## src/rtl/down_counter_timer_pkg.sv

```systemverilog
// Shared definitions for the down counter / interval timer.
//   state_t : timer control state (IDLE holds the count, RUN lets it decrement)
//   NIBBLE  : width of one cascadable counter slice
package down_counter_timer_pkg;

    typedef enum logic {
        ST_IDLE = 1'b0,
        ST_RUN  = 1'b1
    } state_t;

    localparam int unsigned NIBBLE = 4;

endpackage

```

## src/rtl/down_counter_timer_nibble.sv

```systemverilog
// One 4-bit slice of the cascadable down counter.
// Ports:
//   CLK     : rising-edge clock
//   RST     : synchronous reset, active-high (Q -> 0)
//   LD_L    : synchronous load, active-low (Q <= LD_DATA)
//   ENT/ENP : count enables; the slice decrements when both are high
//   LD_DATA : load value for this slice
//   Q       : slice count
//   BO      : borrow out, ENT & (Q == 0); drives ENT of the next slice up
module down_counter_timer_nibble
    import down_counter_timer_pkg::*;
(
    input  logic              CLK,
    input  logic              RST,
    input  logic              LD_L,
    input  logic              ENT,
    input  logic              ENP,
    input  logic [NIBBLE-1:0] LD_DATA,
    output logic [NIBBLE-1:0] Q,
    output logic              BO
);

    always_ff @(posedge CLK) begin
        if (RST) begin
            Q <= '0;
        end else if (!LD_L) begin
            Q <= LD_DATA;
        end else if (ENT && ENP) begin
            Q <= Q - NIBBLE'(1);
        end
    end

    assign BO = ENT & (Q == '0);

endmodule

```

## src/rtl/down_counter_timer.sv

```systemverilog
// Loadable, cascadable down counter with one-shot / auto-reload timer control.
// Ports:
//   CLK         : rising-edge clock
//   RST         : synchronous reset, active-high
//   LD_L        : synchronous load, active-low; also captures the reload value
//   ENT, ENP    : count enables (ENT also gates BO)
//   AUTO_RELOAD : 1 = reload from RELOAD at terminal count, 0 = stop at zero
//   LD_DATA     : load value
//   Q           : current count
//   BO          : borrow out, ENT & (Q == 0), combinational
//   DONE        : registered one-cycle pulse on the terminal-count edge
//   RUNNING     : registered, high while the timer is in RUN
module down_counter_timer
    import down_counter_timer_pkg::*;
#(
    parameter int unsigned WIDTH = 8
) (
    input  logic             CLK,
    input  logic             RST,
    input  logic             LD_L,
    input  logic             ENT,
    input  logic             ENP,
    input  logic             AUTO_RELOAD,
    input  logic [WIDTH-1:0] LD_DATA,
    output logic [WIDTH-1:0] Q,
    output logic             BO,
    output logic             DONE,
    output logic             RUNNING
);

    localparam int unsigned NSLICE = WIDTH / NIBBLE;

    state_t           state;
    logic [WIDTH-1:0] reload_q;
    logic             load;
    logic             count_en;
    logic             terminal;
    logic             slice_ld_l;
    logic [WIDTH-1:0] slice_ld_data;
    logic [NSLICE:0]  ent_chain;
    logic             unused_top_bo;

    assign load     = ~LD_L;
    assign count_en = (state == ST_RUN) & ENT & ENP;
    assign terminal = count_en & (Q == WIDTH'(1));

    // The terminal step is performed as a slice load: either the reload
    // value (auto-reload) or zero (one-shot). An external load overrides it.
    assign slice_ld_l    = ~(load | terminal);
    assign slice_ld_data = load        ? LD_DATA  :
                           AUTO_RELOAD ? reload_q : '0;

    // Slice 0 never decrements on the terminal edge (handled by the load
    // path above) nor at zero, so the count cannot wrap to all-ones.
    assign ent_chain[0] = count_en & ~terminal & (Q != '0);

    for (genvar k = 0; k < NSLICE; k++) begin : g_slice
        down_counter_timer_nibble u_nibble (
            .CLK     (CLK),
            .RST     (RST),
            .LD_L    (slice_ld_l),
            .ENT     (ent_chain[k]),
            .ENP     ((k == 0) ? ENP : 1'b1),
            .LD_DATA (slice_ld_data[k*NIBBLE +: NIBBLE]),
            .Q       (Q[k*NIBBLE +: NIBBLE]),
            .BO      (ent_chain[k+1])
        );
    end

    // Borrow out of the top slice has no consumer inside this block.
    assign unused_top_bo = ent_chain[NSLICE];

    assign BO      = ENT & (Q == '0);
    assign RUNNING = (state == ST_RUN);

    always_ff @(posedge CLK) begin
        if (RST) begin
            state    <= ST_IDLE;
            reload_q <= '0;
            DONE     <= 1'b0;
        end else if (load) begin
            reload_q <= LD_DATA;
            DONE     <= 1'b0;
            state    <= (LD_DATA != '0) ? ST_RUN : ST_IDLE;
        end else if (terminal) begin
            DONE  <= 1'b1;
            state <= AUTO_RELOAD ? ST_RUN : ST_IDLE;
        end else begin
            DONE <= 1'b0;
        end
    end

endmodule

```

## config.mk

```make
export PLATFORM = sky130hd
export DESIGN_NAME = down_counter_timer
export DESIGN_NICKNAME = d
export VERILOG_FILES = /design/src/rtl/down_counter_timer_pkg.sv /design/src/rtl/down_counter_timer_nibble.sv /design/src/rtl/down_counter_timer.sv
export SDC_FILE = /design/constraint.sdc
export NUM_CORES = 1
export LEC_CHECK = 0
export ABC_AREA = 1
export BUFFER_PORTS_ARGS = -buffer_cell sky130_fd_sc_hd__buf_4
export CAP_MARGIN = 25
export CORE_ASPECT_RATIO = 1.5
export CORE_UTILIZATION = 30
export CTS_CLUSTER_SIZE = 40
export DETAILED_ROUTE_END_ITERATION = 6
export GPL_TIMING_DRIVEN = 0
export PLACE_DENSITY_LB_ADDON = 0.1
export SLEW_MARGIN = 20
export SYNTH_ARGS = -nofsm -noshare
export SYNTH_HDL_FRONTEND = slang
export SYNTH_SLANG_ARGS = --single-unit
```

## constraint.sdc

```tcl
create_clock -name CLK -period 1.6 [get_ports CLK]
set_clock_uncertainty 0.2 [all_clocks]
set_input_delay 0.32 -clock CLK [delete_from_list [all_inputs] [get_ports CLK]]
set_output_delay 0.32 -clock CLK [all_outputs]
set_load 0.1 [all_outputs]
```

; Word level (Yosys, flattened, before mapping)
; Cells that the tools add are included.
[op_classes]
n_addsub = 2
n_eq_ne = 2
mux = 11
bitwise = 10
reduce_logical = 8
[op_table]
columns = operator, n
row1 = 4-bit 2-to-1 mux, 4
row2 = 8-bit 2-to-1 mux, 2
row3 = 8-bit nonzero test, 2
row4 = "8-bit by 1-bit equality test with 1-bit output, second input constant", 1
row5 = 8-bit logical NOT, 1
row6 = "4-bit by 1-bit subtractor with 4-bit output, second input constant", 2
row7 = 1-bit bitwise AND, 7
row8 = 1-bit 2-to-1 mux, 5
row9 = 4-bit logical NOT, 1
row10 = 2-bit nonzero test, 2
row11 = "2-bit by 1-bit != test with 1-bit output, second input constant", 1
row12 = 1-bit inverter, 2
row13 = 2-bit OR reduction, 1
row14 = 1-bit logical AND, 1
row15 = 1-bit OR, 1
[totals]
ff_bits = 18
inputBits = 14
out_inout_bits = 11
word_cells = 38

; Depth between registers and ports, before layout
; Gate-level depths: netlist (run 1).
[logic_depth]
word_depth = 9
mapped_depth = 10

; Modules after synthesis
; A second synthesis (run 1) with hierarchy kept.
[hier_totals]
hier_cells = 159
hier_area_um2 = 1042.2
[modules_own_cells]
columns = mod, instances, cells_per_inst, area_each_um2, seq_area_each_um2
row1 = down_counter_timer_nibble, 2, 41, 265.3, 80.1
row2 = down_counter_timer, 1, 77, 511.7, 200.2

; Worst setup path before layout (run 1)
; No wires, ideal clock.
[synth_timing]
kind = register to output
startpoint = reg g_slice[1].u_nibble.Q[0]
endpoint = out BO
t_arrival_ps = 2716
required_time_ps = 1080
setup_slack_ps = -1636
path_stages_with_launch = 7
n_path_buf = 0
cell_sequence = dfxtp_1 > inv_1 > ha_1 > nand2_1 > nor2_1 > nand2_1 > nor2_1
[synth_between]
elab_chain_cells = 2
[synth_rtl]
columns = element, line
row1 = start: declaration, down_counter_timer_nibble.sv:19  ; output logic [NIBBLE-1:0] Q,
row2 = start signal: assignment, down_counter_timer_nibble.sv:29  ; Q <= Q - NIBBLE'(1);
row3 = 8-bit logical NOT, down_counter_timer.sv:73  ; assign BO = ENT & (Q == '0);
row4 = 1-bit bitwise AND, down_counter_timer.sv:73
row5 = end: declaration, down_counter_timer.sv:26  ; output logic BO,
; No other way between the ends.

; Final worst setup path (run 1)
[layout_timing]
startpoint = reg g_slice[0].u_nibble.Q[0]
endpoint = out BO
[layout_between]
elab_chain_cells = 2
[layout_rtl]
columns = element, line
row1 = start: declaration, down_counter_timer_nibble.sv:19
row2 = start signal: assignment, down_counter_timer_nibble.sv:29
row3 = 8-bit logical NOT, down_counter_timer.sv:73
row4 = 1-bit bitwise AND, down_counter_timer.sv:73
; No other way between the ends.

==> results of run 1 <==
==> synthesized netlist by cell type <==
library cell / number
inv_1: 24
nor3b_2: 1
nand4_2: 1
buf_2: 3
nand4_1: 4
nand2_1: 41
nand2_2: 2
nand3_2: 2
o21ai_0: 7
nand3_1: 20
inv_2: 1
buf_6: 1
ha_1: 5
clkinv_1: 1
o22ai_1: 2
nor2_1: 31
xor2_1: 2
and2_1: 1
nor2_2: 1
nand2_4: 2
nor3_1: 1
dfxtp_1: 18
nand3b_1: 1
a21oi_4: 1
a21oi_1: 6
nor2_4: 2
==> power groups by stage <==
stage | Combinational [mW] | Sequential [mW] | Clock [mW]
floorplan | 0.245 | 0.656 | 0
global placement | 0.488 | 0.517 | 0
detailed placement | 0.494 | 0.519 | 0
CTS | 0.546 | 0.507 | 0.393
global route | 0.610 | 0.512 | 0.398
finish | 0.564 | 0.508 | 0.381
==> logic make-up (layout without fill, tap and decap cells) <==
family / count (synthesis) / in the layout / synth area share
AOI/OAI and AO/OA: 16 / 16 / 0.0794
adders and majority gates: 5 / 5 / 0.0530
and+or+nand+nor: 110 / 110 / 0.443
buffers and inverters: 30 / 68 / 0.105
DFF: 18 / 18 / 0.305
xor gates and xnor gates: 2 / 2 / 0.0148
==> placed cells by master (no fill, tap or decap), types with 3 or more instances in the layout <==
cell type / instances
nand2_1: 34
buf_4: 30
nor2_1: 24
nand3_1: 19
inv_1: 18
dfxtp_1: 9
dfxtp_4: 8
nand2_2: 8
nor2_4: 6
o21ai_0: 6
a21oi_1: 6
inv_4: 4
nor2_2: 4
buf_6: 4
nand4_1: 4
clkbuf_8: 4
buf_2: 3
inv_2: 3
ha_4: 3
==> metal layers <==
layer	track usage	vias to the layer above	routed length, microns
li1	-	648	-
met4	0.0526	0	36
met3	0.0192	4	97
met5	0	-	0
met2	0.270	26	1550
met1	0.179	543	1260
==> through the flow <==
step | hold WS (ns) | instance area (sq um) | std cells
final | 0.127 | 1760 | 262
after global routing | 0.134 | 1760 | 262
after CTS | 0.123 | 1680 | 260
after detailed placement | 0.258 | 1500 | 247
after global placement | 0.246 | 1500 | 247
after floorplan | 0.237 | 1270 | 181
==> worst paths after layout <==
check	endpoint	depth (start not counted)
worst max-delay path	BO	6
worst min-delay path	reload_q[2]$_SDFFE_PP0N_	3
worst max register to register	g_slice[1].u_nibble.Q[2]$_SDFFE_PP0P_	12
worst min register to register	reload_q[0]$_SDFFE_PP0N_	2
==> worst max-delay path, delay by kind of cell, from the launching register on <==
kind / cells / cell delay, ns
simple gates: 3 / 0.42
flops: 1 / 0.35
buf+inv: 2 / 0.24
fa+ha+maj: 1 / 0.12
==> cell type report <==
class | count | area [sq um] | area share
Multi-Input combinational cell | 133 | 845 | 0.480
Sequential cell | 18 | 392 | 0.223
Timing Repair Buffer | 34 | 279 | 0.159
Inverter | 26 | 108 | 0.0612
Clock buffer | 4 | 55.1 | 0.0313
Tap cell | 43 | 53.8 | 0.0306
Buffer | 4 | 26.3 | 0.0149
==> state kept, by name (all words and copies together) (netlist names) <==
signal	flops
reload_q	8
RUNNING	1
g_slice.u_nibble.Q	8
DONE	1
==> repair_timing <==
action	CTS	global route
endpoints found under the setup margin	9	11
resized for setup	15	17
setup buffers	8	2
pin swaps	8	8
cloned	1	0
==> summary.md, run 1 <==
| Metric | Value |
|---|---|
| Status | finished with violations |
| Failing checks | setup timing |
| Setup TNS | -1.53 ns |
| Max-slew headroom | 0.768 |
| Final setup fails | 10 |
| Die footprint | 4200 sq um |
| Final core utilization | 0.473 |
| Syn avg cell area | 6.53 sq um |
| CP max-delay cell | dfxtp_4 |
| Fin. Hold Viols | 0 |
| Hold Path Class | input pin to flip-flop |
| Initial Utilization | 0.318 |
| Drt drc | 0 |
| WL/cell | 11.2 microns |
| FMAX | between 0.5 and 0.6 GHz |
| Floorplan row count | 27 |
| Die width | ~53 microns |
| Synth cell types | 26 |
| Setup crit start | g_slice[0].u_nibble.Q[0]$_SDFFE_PP0P_ |
| Fin crit share | 1.20 |
| Port Buf Inserts | 23 |
| Fillcell total | 402 |
| H-tree Lvls | 1 |
| Leak | 0.835 nW |
| Switching pwr | around 560 uW |
| Post-DRT Antenna Nets | 0 |
| Worst path required time | 1.08 ns |
| CTS Buffer Depth | 2 |
| Yosys warns | 0 |
| Setup crit end kind | primary output |
| Min Tclk post-route | about 1.9 ns |
| Share of power burned in registers | 0.349 |
| CTS tree | yes |
| Total CTS buffers | 3 |
| Via density per instance | between 4 and 5 |
| CP Max Fanout | 2 |
| Total GRT Usage | 0.152 |
| Synthesis-stage register bit count | 18 |
| Cells along the critical path | inv_4 -> ha_4 -> nor3b_4 -> nand2_2 -> nor2_4 -> buf_12 |
| Routed wire length | 2950 microns |
| # IOs | 25 |
| Worst path arrival time | roughly 1.4 ns |
| Skew-Pair Late Insertion Delay | 0.26 ns |
| Sw Share | 0.385 |
| Layout cells sized above 1 | 0.411 |
| Gpl congestion | just over 0.8 |
| Setup ws final | -0.320 ns |
| Syn nets | 200 |
| Share of the synthesized area in the top cell type | 0.305 |
| Vias | 1221 |
| Pint | 894 uW |
| DIE HEIGHT | ~80 microns |
| Critical path type | flip-flop to primary output |
| Combinational group share of total power | 0.388 |
| Reg2reg setup slack | -0.18 ns |
| Clock share of power | 0.262 |
| Cts hold-fix bufs | 0 |
| Crit start category | flip-flop |
| Initial antenna violation count | 0 |
| Total global routing overflow | 0 |
| Final #Nets | about 240 |
| Yosys top cell by area | dfxtp_1 |
| Max stage delay on crit path | 0.35 ns |
| Worst vdd ir | 0.477 mV |
| Antenna Cells | 0 |
| Core Footprint | about 3700 sq um |
| Largest cells by area after synthesis | dfxtp_1, nand2_1, nor2_1, nand3_1, inv_1 |
| CTS sink cnt | 18 |
| Slew at the pin with the worst max-slew slack | 0.345 ns |
| Register clock-pin slew on the reported worst setup and hold paths | 0.07 ns |
| Drt initial violations | 33 |
| First-pass GRT wire length | 4770 microns |
| Initial DRT Pass Iterations | 4 |
| Layout area overhead | 48.8% |
| Maxcap violations | 0 |
| Hold Crit Start | LD_DATA[2] |
| RSZ-0062 raised after global routing | yes |
| Final Max Slew Viols | 0 |
| Post-Syn Instances | between 150 and 200 |
| Largest net degree at the start of global routing | 11 |
| FF-to-FF Start | g_slice[0].u_nibble.Q[1]$_SDFFE_PP0P_ |
| Syn Std Cell Area | around 1200 sq um |
| Sequential element share of the synthesized area | 0.305 |
| CTS Root Cell | clkbuf_8 |
| HPWL Detailed | around 2300 microns |
| Post-layout power | 1.45 mW |
| Worst slack, placed | -0.221 ns |
| Number of global-route vias before repair | 1104 |
| Power per cell area | between 800 and 900 nW/um^2 |
No activity file was read; power rests on OpenSTA's default activity.
==> run 2: changes to the inputs <==
Settings changed: ABC_AREA 1 to default, CORE_MARGIN from default to 2, SETUP_SLACK_MARGIN from default to 0.4.
==> run 2 against run 1 <==
  * The flow still finishes with violations (setup timing)
  * Routed wire length is 4.2% lower
  * Power grew 1.6%
  * Sequential power increased by 2%
  * Non-clock buffer count rose by 8
  * Clock power barely moved
  * Via count fell by 17%
  * Register-to-register slack got worse by 0.32 ns
  * Critical endpoint is now g_slice[0].u_nibble.Q[1]$_SDFFE_PP0P_
  * Critical path type is now flip-flop to flip-flop
  * Highest routed layer unchanged
  * Hold slack worse by 0.015 ns
  * Die area fell by 6.3%
  * Critical path depth up 2
  * Cell count shrank 21%
  * Combinational power rose by 3%
==> summary.md, run 2 <==
| Metric | Value |
|---|---|
| Synthesis-stage register bit count | 18 (unchanged) |
| CP Max Fanout | 3 (+1) |
| Synth cell types | 39 (+50%) |
| Fin. Hold Viols | 0 (unchanged) |
| Cts hold-fix bufs | 0 (unchanged) |
| Post-synth ARST share | 0 (unchanged) |
| GR peak layer | met2 |
| Hold Crit Depth | 3 (unchanged) |
| Final setup fails | 10 (unchanged) |
| Largest regs | g_slice.u_nibble.Q (8), reload_q (8) |
| Crit start category | flip-flop |
| Initial Utilization | 0.308 (-0.0102) |
| Syn nets | 141 (-30%) |
| Most common cell after layout, fill and taps aside | buf_4 |
| CTS sink cnt | 18 (unchanged) |
| Slew at the pin with the worst max-slew slack | 0.457 ns (+0.113 ns) |
| CP max-delay cell | or3b_4 |
| Register clock-pin slew on the reported worst setup and hold paths | 0.07 ns (about the same) |
| Worst slack, placed | -0.535 ns (-0.314 ns) |
| Met3 usage | 0.0118 (-0.00739) |
| Total global routing overflow | 0 (unchanged) |
| Post-synth top cells | dfxtp_1, nand2_1, nor2_1 |
| Gpl congestion | 0.714 (-12%) |
| Setup ws final | -0.495 ns (-0.175 ns) |
| Leak | 0.708 nW (-15%) |
| FMAX | 0.477 GHz (-8.4%) |
| Cells on worst reg2reg path | 8 (-4) |
| Syn avg cell area | 8.45 sq um (+30%) |
| EDFF count, synth | 0 (unchanged) |
| Worst vdd ir | 0.510 mV (+6.9%) |
| Critical path type | flip-flop to flip-flop |
| # IOs | 25 (unchanged) |
| Fin crit share | 1.31 (+0.109) |
| WL/cell | 13.6 microns (+21%) |
| Commonest cells after routing, fill and taps aside | buf_4, nand2_1, nor2_1, buf_12 |
| Setup TNS | -3.71 ns (-2.18 ns) |
| Final #Nets | 185 (-23%) |
| Global Route met1 Usage | 0.202 (+0.0227) |
| Design Area, Final | 1800 sq um (+2.3%) |
| Worst path required time | 1.57 ns (+0.49 ns) |
| Hold Path Class | input pin to flip-flop |
| Routed wire length | 2820 microns (-4.2%) |
| Drt drc | 0 (unchanged) |
| Port Buf Inserts | 22 (-4.3%) |
| Die width | 51.9 microns (-2.6%) |
| Most common cell in the netlist | dfxtp_1 |
| Max stage delay on crit path | 0.39 ns (+0.04 ns) |
| Status | finished with violations |
| Min Tclk post-route | 2.10 ns (+0.175 ns) |
| HPWL Detailed | 2040 microns (-9.5%) |
| Grt met2 use | 0.280 (+0.00989) |
| Share of the synthesized area in the top cell type | 0.350 (+0.0444) |
| Failing checks | setup timing |
| Post-Syn Instances | 122 (-33%) |
| Layout area overhead | 74.4% |
| Cells along the critical path | inv_4 -> ha_4 -> or3b_4 -> o31a_1 -> buf_4 -> mux2i_1 -> nor2_1 -> a311oi_1 |
| Initial DRT Pass Iterations | 4 (unchanged) |
| Total CTS buffers | 3 (unchanged) |
| Floorplan row count | 26 (-3.7%) |
| Final Max Slew Viols | 0 (unchanged) |
| Sequential element share of the synthesized area | 0.350 (+0.0444) |
| Largest net degree at the start of global routing | 11 (unchanged) |
| RSZ-0062 raised after global routing | yes |
| Placed insts | 186 (-25%) |
| First-pass GRT wire length | 4750 microns (-0.27%) |
| Fin Hold WS | 0.112 ns (-0.0148 ns) |
| Final core utilization | 0.537 (+0.0635) |
| Syn Std Cell Area | 1030 sq um (-13%) |
| Area after DPL | 1380 sq um (-8.0%) |
| Primary FF master, synth | dfxtp_1 |
| Via density per instance | 4.90 (+5.2%) |
| Yosys top cell by area | dfxtp_1 |
| Layout cells sized above 1 | 0.497 (+0.0860) |
| Power per cell area | 821 nW/um^2 (-0.66%) |
| Skew-Pair Late Insertion Delay | 0.26 ns (about the same) |
| Die footprint | 3930 sq um (-6.3%) |
| Yosys warns | 0 (unchanged) |
| DIE HEIGHT | 75.8 microns (-3.9%) |
| Worst path arrival time | 2.06 ns (+0.66 ns) |
| Post-layout power | 1.48 mW (+1.6%) |
| Core Footprint | 3350 sq um (-9.8%) |
| CTS Buffer Depth | 2 (unchanged) |
| CTS tree | yes |
| Antenna Cells | 0 (unchanged) |
| Vias | 1015 (-17%) |
| Drt initial violations | 24 (-27%) |
| Largest cells by area after synthesis | dfxtp_1, ha_1, nand2_1, nor2_1, a21oi_1 |
| CTS Root Cell | clkbuf_8 |
| Initial antenna violation count | 0 (unchanged) |
| Max-slew headroom | 0.695 (-0.0728) |
| Number of global-route vias before repair | 999 (-9.5%) |
| Total GRT Usage | 0.161 (+0.00866) |
| Setup crit end kind | flip-flop |
| Post-Layout Cell Count | 207 (-21%) |
| Post-DRT Antenna Nets | 0 (unchanged) |
| H-tree Lvls | 1 (unchanged) |
| Maxcap violations | 0 (unchanged) |
run 2: cell types whose count changed after synthesis, moves of 4 or more:
cell      change
nor3_1        +5
inv_1        -18
mux2i_1       +4
nand4_1       -4
o21ai_0       -6
nand3_1      -13
clkbuf_1      +4
nand2_1      -29
nor2_1       -20
a311oi_1      +4
run 2: logic make-up after synthesis:
logic type,synth area share
AO/OA/AOI/OAI,0.198
adder cells (fa/ha/maj),0.0607
flip-flops,0.350
multiplexers,0.0643
AND/OR/NAND/NOR,0.243
XOR/XNOR,0.0340
buffers and inverters,0.0510
run 2: per-layer routing:
metal	up-vias	routed length [microns]
met2	22	1480
li1	528	-
met4	0	40
met5	-	0
met3	4	67
met1	461	1240
run 2: final cells by class:
type	instances	area, sq um
tap	42	52.6
clock buffer	4	55.1
fill	315	1550
sequential	18	395
inverter	6	35.0
buffer	7	35.0
timing repair buffer	39	464
multi-input combinational	91	761
run 2: final timing paths:
check | from | to | slack, ns
max | g_slice[1].u_nibble.Q[1]$_SDFFE_PP0P_ | g_slice[0].u_nibble.Q[1]$_SDFFE_PP0P_ | -0.50
min | LD_DATA[5] | reload_q[5]$_SDFFE_PP0N_ | 0.11
max reg2reg | g_slice[1].u_nibble.Q[1]$_SDFFE_PP0P_ | g_slice[0].u_nibble.Q[1]$_SDFFE_PP0P_ | -0.50
min reg2reg | reload_q[4]$_SDFFE_PP0N_ | reload_q[4]$_SDFFE_PP0N_ | 0.27
run 2: worst max-delay path: cells and delay by family, from the launching register on:
family / cells / cell delay [ns]
buffers and inverters: 2 / 0.23
flip-flops: 1 / 0.35
multiplexers: 1 / 0.14
adder cells (fa/ha/maj): 1 / 0.12
AO/OA/AOI/OAI: 2 / 0.51
AND/OR/NAND/NOR: 2 / 0.45
run 2: power breakdown:
| group | leakage [nW] | total, mW | internal (mW) | switching (mW) |
|---|---|---|---|---|
| clock | 0.0288 | 0.379 | 0.219 | 0.160 |
| sequential | 0.155 | 0.518 | 0.476 | 0.0423 |
| combinational | 0.524 | 0.579 | 0.260 | 0.319 |
| total | 0.708 | 1.48 | 0.955 | 0.521 |
run 2: what timing repair did:
action                     in CTS  in global routing
setup endpoints to repair      24                 22
pin swaps                       8                  9
setup buffers                  10                  7
resized for setup              41                 13
